===== src/rtl/sync_ram_bist_pkg.sv =====
// Shared types and the pattern generator for the sync_ram BIST.
package sync_ram_bist_pkg;

    typedef enum logic [2:0] {
        IDLE, WR0, RD0, DRN0, WR1, RD1, DRN1, DONE
    } state_e;

    // Pattern for one address. The caller truncates the result to its data
    // width, which gives the modulo-2**DATA_W behaviour.
    function automatic logic [31:0] pat(input logic [31:0] seed,
                                        input logic [31:0] addr,
                                        input logic        inv);
        logic [31:0] p;
        p = seed + addr;
        return inv ? ~p : p;
    endfunction

endpackage


===== src/rtl/sync_ram_bist_if.sv =====
// Single-port RAM bus. The BIST is the master and the RAM is the slave.
interface sync_ram_bist_if #(
    parameter int ADDR_W = 4,
    parameter int DATA_W = 8
);
    logic              ram_en;
    logic              ram_we;
    logic [ADDR_W-1:0] ram_addr;
    logic [DATA_W-1:0] ram_din;
    logic [DATA_W-1:0] ram_dout;

    modport master (output ram_en, ram_we, ram_addr, ram_din, input ram_dout);
    modport slave  (input ram_en, ram_we, ram_addr, ram_din, output ram_dout);
endinterface


===== src/rtl/sync_ram_bist_chk.sv =====
// Read-compare stage: it holds each read's expected value for one cycle,
// compares that value against ram_dout, and counts and records mismatches.
module sync_ram_bist_chk
    import sync_ram_bist_pkg::*;
#(
    parameter int ADDR_W = 4,
    parameter int DATA_W = 8,
    parameter int ERR_W  = 8
) (
    input  logic              clk,
    input  logic              rst_n,
    input  logic              clear,
    input  logic              rd_issue,
    input  logic              rd_pass,
    input  logic [ADDR_W-1:0] addr,
    input  logic [DATA_W-1:0] expected,
    input  logic [DATA_W-1:0] ram_dout,
    output logic [ERR_W-1:0]  err_cnt,
    output logic [ADDR_W-1:0] first_fail_addr,
    output logic              first_fail_pass
);
    logic              vld_q, pass_q, seen_q, ffp_q;
    logic [ADDR_W-1:0] addr_q, ffa_q;
    logic [DATA_W-1:0] exp_q;
    logic [ERR_W-1:0]  err_q;
    logic              mismatch;

    // The RAM returns data one cycle after the read edge, so the registered
    // expected value lines up with ram_dout here.
    assign mismatch = vld_q && (ram_dout != exp_q);

    // Pipeline register, saturating counter, and first-fail capture
    always_ff @(posedge clk or negedge rst_n) begin
        if (!rst_n) begin
            vld_q  <= 1'b0;
            pass_q <= 1'b0;
            addr_q <= '0;
            exp_q  <= '0;
            err_q  <= '0;
            seen_q <= 1'b0;
            ffa_q  <= '0;
            ffp_q  <= 1'b0;
        end else begin
            vld_q  <= rd_issue && !clear;
            pass_q <= rd_pass;
            addr_q <= addr;
            exp_q  <= expected;
            if (clear) begin
                err_q  <= '0;
                seen_q <= 1'b0;
                ffa_q  <= '0;
                ffp_q  <= 1'b0;
            end else if (mismatch) begin
                if (err_q != {ERR_W{1'b1}})
                    err_q <= err_q + ERR_W'(1);
                if (!seen_q) begin
                    seen_q <= 1'b1;
                    ffa_q  <= addr_q;
                    ffp_q  <= pass_q;
                end
            end
        end
    end

    assign err_cnt         = err_q;
    assign first_fail_addr = ffa_q;
    assign first_fail_pass = ffp_q;
endmodule


===== src/rtl/sync_ram_bist.sv =====
// BIST initiator for sync_ram. It runs a write/read-compare walk with the
// true pattern, then repeats the walk with the inverted pattern.
module sync_ram_bist
    import sync_ram_bist_pkg::*;
#(
    parameter int ADDR_W = 4,
    parameter int DATA_W = 8,
    parameter int ERR_W  = 8
) (
    input  logic                   clk,
    input  logic                   rst_n,
    input  logic                   start,
    input  logic [DATA_W-1:0]      seed,
    sync_ram_bist_if.master        ram,
    output logic                   busy,
    output logic                   done,
    output logic                   pass,
    output logic [ERR_W-1:0]       err_cnt,
    output logic [ADDR_W-1:0]      first_fail_addr,
    output logic                   first_fail_pass
);
    state_e            state_q, state_d;
    logic [ADDR_W-1:0] cnt_q, cnt_d;
    logic [DATA_W-1:0] seed_q, seed_d;
    logic              accept, last;
    logic              en_q, en_d, we_q, we_d;
    logic [ADDR_W-1:0] addr_q, addr_d;
    logic [DATA_W-1:0] din_q, din_d;
    logic              rd_issue, rd_pass;
    logic [DATA_W-1:0] rd_exp;

    assign last = &cnt_q;

    // Next state and counter. The RAM drive is computed from the next state,
    // so that the port registers line up with the state the FSM enters.
    always_comb begin
        state_d = state_q;
        cnt_d   = cnt_q;
        seed_d  = seed_q;
        accept  = 1'b0;
        case (state_q)
            IDLE, DONE: if (start) begin
                accept  = 1'b1;
                state_d = WR0;
                cnt_d   = '0;
                seed_d  = seed;
            end
            WR0:  begin cnt_d = cnt_q + ADDR_W'(1); if (last) state_d = RD0; end
            RD0:  begin cnt_d = cnt_q + ADDR_W'(1); if (last) state_d = DRN0; end
            DRN0: state_d = WR1;
            WR1:  begin cnt_d = cnt_q + ADDR_W'(1); if (last) state_d = RD1; end
            RD1:  begin cnt_d = cnt_q + ADDR_W'(1); if (last) state_d = DRN1; end
            DRN1: state_d = DONE;
            default: state_d = IDLE;
        endcase

        we_d   = (state_d == WR0) || (state_d == WR1);
        en_d   = we_d || (state_d == RD0) || (state_d == RD1);
        addr_d = en_d ? cnt_d : '0;
        din_d  = we_d ? DATA_W'(pat(32'(seed_d), 32'(cnt_d), state_d == WR1)) : '0;
    end

    // State, counter, captured seed, and registered RAM port
    always_ff @(posedge clk or negedge rst_n) begin
        if (!rst_n) begin
            state_q <= IDLE;
            cnt_q   <= '0;
            seed_q  <= '0;
            en_q    <= 1'b0;
            we_q    <= 1'b0;
            addr_q  <= '0;
            din_q   <= '0;
        end else begin
            state_q <= state_d;
            cnt_q   <= cnt_d;
            seed_q  <= seed_d;
            en_q    <= en_d;
            we_q    <= we_d;
            addr_q  <= addr_d;
            din_q   <= din_d;
        end
    end

    assign ram.ram_en   = en_q;
    assign ram.ram_we   = we_q;
    assign ram.ram_addr = addr_q;
    assign ram.ram_din  = din_q;

    // The read being issued this cycle is the one on the port, in RDx state.
    assign rd_issue = (state_q == RD0) || (state_q == RD1);
    assign rd_pass  = (state_q == RD1);
    assign rd_exp   = DATA_W'(pat(32'(seed_q), 32'(cnt_q), rd_pass));

    sync_ram_bist_chk #(.ADDR_W(ADDR_W), .DATA_W(DATA_W), .ERR_W(ERR_W)) u_chk (
        .clk             (clk),
        .rst_n           (rst_n),
        .clear           (accept),
        .rd_issue        (rd_issue),
        .rd_pass         (rd_pass),
        .addr            (cnt_q),
        .expected        (rd_exp),
        .ram_dout        (ram.ram_dout),
        .err_cnt         (err_cnt),
        .first_fail_addr (first_fail_addr),
        .first_fail_pass (first_fail_pass)
    );

    assign busy = (state_q != IDLE) && (state_q != DONE);
    assign done = (state_q == DONE);
    assign pass = done && (err_cnt == '0);
endmodule


===== src/flat_wrapper.sv =====
// flat-port wrapper written by rule: the top's interface ports become plain ports
module sync_ram_bist_flat import sync_ram_bist_pkg::*;
#(
    parameter int ADDR_W = 4,
    parameter int DATA_W = 8,
    parameter int ERR_W  = 8
)
  (clk, rst_n, start, seed, busy, done, pass, err_cnt, first_fail_addr, first_fail_pass, ram_ram_en, ram_ram_we, ram_ram_addr, ram_ram_din, ram_ram_dout);
  sync_ram_bist_if #(.ADDR_W(ADDR_W), .DATA_W(DATA_W)) ram_i ();
  input  logic clk;
  input  logic rst_n;
  input  logic start;
  input  logic [DATA_W-1:0] seed;
  output logic busy;
  output logic done;
  output logic pass;
  output logic [ERR_W-1:0] err_cnt;
  output logic [ADDR_W-1:0] first_fail_addr;
  output logic first_fail_pass;
  output wire logic [$bits(ram_i.ram_en)-1:0] ram_ram_en;
  output wire logic [$bits(ram_i.ram_we)-1:0] ram_ram_we;
  output wire logic [$bits(ram_i.ram_addr)-1:0] ram_ram_addr;
  output wire logic [$bits(ram_i.ram_din)-1:0] ram_ram_din;
  input wire logic [$bits(ram_i.ram_dout)-1:0] ram_ram_dout;
  assign ram_ram_en = ram_i.ram_en;
  assign ram_ram_we = ram_i.ram_we;
  assign ram_ram_addr = ram_i.ram_addr;
  assign ram_ram_din = ram_i.ram_din;
  assign ram_i.ram_dout = ram_ram_dout;
  sync_ram_bist #(.ADDR_W(ADDR_W), .DATA_W(DATA_W), .ERR_W(ERR_W)) u_core (.clk(clk), .rst_n(rst_n), .start(start), .seed(seed), .ram(ram_i), .busy(busy), .done(done), .pass(pass), .err_cnt(err_cnt), .first_fail_addr(first_fail_addr), .first_fail_pass(first_fail_pass));
endmodule

===== config.mk =====
export PLATFORM = sky130hd
export DESIGN_NAME = sync_ram_bist_flat
export DESIGN_NICKNAME = d
export VERILOG_FILES = /design/src/rtl/sync_ram_bist_pkg.sv /design/src/rtl/sync_ram_bist_if.sv /design/src/rtl/sync_ram_bist_chk.sv /design/src/rtl/sync_ram_bist.sv /design/src/flat_wrapper.sv
export SDC_FILE = /design/constraint.sdc
export NUM_CORES = 1
export LEC_CHECK = 0
export CAP_MARGIN = 20
export CORE_MARGIN = 5
export CORE_UTILIZATION = 46
export CTS_BUF_LIST = sky130_fd_sc_hd__clkbuf_16
export DETAILED_ROUTE_END_ITERATION = 8
export PLACE_DENSITY = 0.7
export SETUP_SLACK_MARGIN = 0.2
export SYNTH_ARGS = -nofsm -noshare
export SYNTH_HDL_FRONTEND = slang
export SYNTH_SLANG_ARGS = --single-unit

===== constraint.sdc =====
create_clock -name clk -period 4 [get_ports clk]
set_clock_uncertainty 0.2 [all_clocks]
set_input_delay 0.8 -clock clk [delete_from_list [all_inputs] [get_ports clk]]
set_output_delay 0.8 -clock clk [all_outputs]
set_load 0.01 [all_outputs]

==> impl_metrics.sql <==
INSERT INTO impl_metrics (metric_group, metric, value, unit) VALUES
('status', 'status', 'finished clean', ''),
('routing', 'maxUsedRoutingLayer', 'met4', ''),
('grt', 'grt_pass1_wl', '11.3', 'mm'),
('sta', 'timing.final.crit_share', '0.907', ''),
('cells_and_area', 'n_fill_cell', '518', ''),
('die', 'io_pins', '49', ''),
('logic_synthesis', 'synth-main-ff-cell', 'sky130_fd_sc_hd__dfrtp_1', ''),
('grt', 'grt_max_degree', '39', ''),
('placement', 'placement.cell_area', '3650', 'µm²'),
('logic_synthesis', 'synth_most_common_cell', 'sky130_fd_sc_hd__dfrtp_1', ''),
('logic_synthesis', 'mappedNetlistNets', '331', ''),
('clocking', 'clk_root_buffer_cell', 'sky130_fd_sc_hd__clkbuf_16', ''),
('placement', 'port_buffers', '48', ''),
('cells_and_area', 'ratio_of_cells_with_drive_above_1_in_the_final_layout', '0.105', ''),
('sta', 'timing.final.max_slew_violations', '0', ''),
('clocking', 'clk_pin_slew_worst_paths', '0.05', 'ns'),
('clocking', 'post-cts-setup-buffer-count', '0', ''),
('hold_path', 'worst_hold_path_type', 'reg2reg', ''),
('grt', 'vias_in_the_first_global_route', '2342', ''),
('power', 'total_leakage_power', '1.80', 'nW'),
('routing', 'detail_route.drc_violations', '0', ''),
('logic_synthesis', 'synthesis.area', '3040', 'µm²'),
('logic_synthesis', 'synth_top_cell_by_area', 'sky130_fd_sc_hd__dfrtp_1', ''),
('clocking', 'clk_path_buf_depth', '2', ''),
('logic_synthesis', 'ys_types', '53', ''),
('critical_path', 'slowest_stage_cell_crit_path', 'sky130_fd_sc_hd__or4b_4', ''),
('routing', 'met3_length', '301', 'µm'),
('die', 'die_h', '91.3', 'µm'),
('logic_synthesis', 'top_post_synthesis_cells_by_count', 'sky130_fd_sc_hd__dfrtp_1 (57), sky130_fd_sc_hd__xnor2_1 (28), sky130_fd_sc_hd__nor2_1 (27), sky130_fd_sc_hd__nand2_1 (23), sky130_fd_sc_hd__inv_1 (15)', ''),
('die', 'die_area', '8340', 'µm²'),
('power', 'vdd_ir_drop_max', '519', 'µV'),
('cells_and_area', 'postLayoutCellArea', '3950', 'µm²'),
('sta', 'hold_slack', '0.283', 'ns'),
('placement', 'gp_congestion', '0.858', ''),
('logic_synthesis', 'synth.yosys.warnings', '0', ''),
('sta', 'worst-slew-pin-transition', '0.809', 'ns'),
('cells_and_area', 'stdcell_count', '440', ''),
('hold_path', 'hold_start', 'u_core.u_chk.pass_q', ''),
('clocking', 'post_cts_resize_count', '0', ''),
('logic_synthesis', 'yosys.area.top_type_share', '0.469', ''),
('placement', 'post-place-cells', '424', ''),
('critical_path', 'path_max_fanout', '4', ''),
('routing', 'initialDrtViolationCount', '61', ''),
('critical_path', 'launch_instance_of_the_worst_register_to_register_path', 'u_core.state_q[2]', ''),
('routing', 'ant_nets', '0', ''),
('cells_and_area', 'final_net_count', '390', ''),
('sta', 'report.final.setup_viol', '0', ''),
('die', 'dieWidth', '91.3', 'µm'),
('logic_synthesis', 'mapped_cells', '299', ''),
('logic_synthesis', 'synth_edf_count', '0', ''),
('logic_synthesis', 'synthArstFlopShare', '1.00', ''),
('routing', 'routed_wirelength', '6.48', 'mm'),
('critical_path', 'crit_path_end_kind', 'flop', ''),
('cells_and_area', 'layout.area.seq', '1430', 'µm²'),
('cells_and_area', 'postLayoutCoreUtil', '0.618', ''),
('clocking', 'cts_tree', 'built', ''),
('logic_synthesis', 'netlist_top_cells_area', 'sky130_fd_sc_hd__dfrtp_1 (47%), sky130_fd_sc_hd__xnor2_1 (8.1%), sky130_fd_sc_hd__ha_1 (4.5%)', ''),
('cells_and_area', 'area_growth', '29.8', '%'),
('die', 'core_area', '6390', 'µm²'),
('grt', 'globalRoute.totalOverflow', '0', ''),
('logic_synthesis', 'syn-mean-instance-area', '10.2', 'µm²'),
('job', 'maxCapViolCount', '0', ''),
('clocking', 'cts_inserted_buffers', '9', ''),
('clocking', 'clk-insertion-delay-late', '0.32', 'ns'),
('logic_synthesis', 'synth-seq-area-share', '0.469', ''),
('die', 'core.rowCount', '29', ''),
('power', 'powerDensity', '926', 'nW/µm²'),
('sta', 'grt_setup_unrepaired', 'true', ''),
('grt', 'grt_antenna_before_repair', '0', ''),
('critical_path', 'delay_contributed_by_the_slowest_stage_of_the_critical_path', '0.50', 'ns'),
('critical_path', 'worst_setup_path_class', 'in2reg', '');
-- metal layers --
metal  track usage  vias up
li1              -     1160
met1         0.222     1109
met2         0.276       42
met3        0.0405       11
met4        0.0623        0
met5             0        -
-- metrics by stage --
step / power [W] / setup TNS, ns / worst slack (ns)
6_report: 0.00365 / 0 / 0.373
5_1_grt: 0.00396 / 0 / 0.186
3_3_place_gp: 0.00289 / 0 / 0.0606
4_1_cts: 0.00365 / 0 / 0.344
3_5_place_dp: 0.00292 / -0.00399 / -0.00399
2_1_floorplan: 0.00233 / 0 / 0.361
-- flip-flops by register name (all words and copies together) (netlist names) --
| register | cells |
|---|---|
| u_core.ram.ram_we | 1 |
| u_core.u_chk.vld_q | 1 |
| u_core.u_chk.first_fail_pass | 1 |
| u_core.cnt_q | 4 |
| u_core.u_chk.err_cnt | 8 |
| u_core.u_chk.exp_q | 8 |
| u_core.u_chk.addr_q | 4 |
| u_core.state_q | 3 |
| u_core.seed_q | 8 |
| u_core.ram.ram_din | 8 |
| u_core.ram.ram_addr | 4 |
| u_core.ram.ram_en | 1 |
| u_core.u_chk.seen_q | 1 |
| u_core.u_chk.first_fail_addr | 4 |
| u_core.u_chk.pass_q | 1 |
-- path summary, 6_finish.rpt --
check / cells after the start / to
setup / recovery: 12 / u_core.ram.ram_din[5]
hold / removal: 2 / u_core.u_chk.first_fail_pass
setup reg to reg: 11 / u_core.ram.ram_din[5]
hold reg to reg: 2 / u_core.u_chk.first_fail_pass
max in group asynchronous: 2 / u_core.cnt_q[0]
min in group asynchronous: 1 / u_core.u_chk.err_cnt[2]
-- cells by family after synthesis --
group,synth area share
and+or+nand+nor,0.178
xor gates and xnor gates,0.0996
muxes,0.0313
adders and majority gates,0.0584
buffers and inverters,0.0391
DFF,0.469
AOI/OAI and AO/OA,0.125
-- cell type report --
class | instances | share of cell area
multi-input combinational | 214 | 0.383
sequential | 57 | 0.361
timing repair buffer | 61 | 0.146
clock buffer | 9 | 0.0571
tap | 77 | 0.0244
inverter | 15 | 0.0143
clock inverter | 7 | 0.0136
-- placed cells by master, fill, tap and decap left out, types with 3 or more instances in the layout --
| master | netlist | final |
|---|---|---|
| sky130_fd_sc_hd__a21o_1 | 5 | 5 |
| sky130_fd_sc_hd__a21oi_1 | 14 | 13 |
| sky130_fd_sc_hd__and3_1 | 7 | 7 |
| sky130_fd_sc_hd__buf_4 | 0 | 12 |
| sky130_fd_sc_hd__clkbuf_16 | 0 | 9 |
| sky130_fd_sc_hd__clkdlybuf4s50_1 | 0 | 47 |
| sky130_fd_sc_hd__clkinv_1 | 0 | 3 |
| sky130_fd_sc_hd__dfrtp_1 | 57 | 57 |
| sky130_fd_sc_hd__ha_1 | 11 | 11 |
| sky130_fd_sc_hd__inv_1 | 15 | 17 |
| sky130_fd_sc_hd__mux2i_1 | 8 | 8 |
| sky130_fd_sc_hd__nand2_1 | 23 | 23 |
| sky130_fd_sc_hd__nand2b_1 | 4 | 4 |
| sky130_fd_sc_hd__nand3_1 | 7 | 7 |
| sky130_fd_sc_hd__nand3b_1 | 3 | 3 |
| sky130_fd_sc_hd__nand4_1 | 4 | 4 |
| sky130_fd_sc_hd__nor2_1 | 27 | 27 |
| sky130_fd_sc_hd__nor2b_1 | 5 | 5 |
| sky130_fd_sc_hd__nor3_1 | 6 | 6 |
| sky130_fd_sc_hd__nor3b_1 | 4 | 4 |
| sky130_fd_sc_hd__o211ai_1 | 6 | 6 |
| sky130_fd_sc_hd__o21a_1 | 3 | 3 |
| sky130_fd_sc_hd__o21ai_0 | 11 | 10 |
| sky130_fd_sc_hd__or3_1 | 3 | 3 |
| sky130_fd_sc_hd__xnor2_1 | 28 | 28 |
| sky130_fd_sc_hd__xor2_1 | 4 | 4 |
-- worst min-delay path, cell delays in order, from the launching register on --
cell and delay [ns]:
sky130_fd_sc_hd__dfrtp_1 0.31, sky130_fd_sc_hd__mux2i_1 0.06, sky130_fd_sc_hd__nor2_1 0.07
-- power breakdown --
part	switching, W	internal (W)	total (W)
clock	0.000236	0.000468	0.000703
sequential	0.000184	0.000834	0.00102
combinational	0.000954	0.000979	0.00193
total	0.00137	0.00228	0.00365
Note: power is estimated with default switching activity, not from simulation.
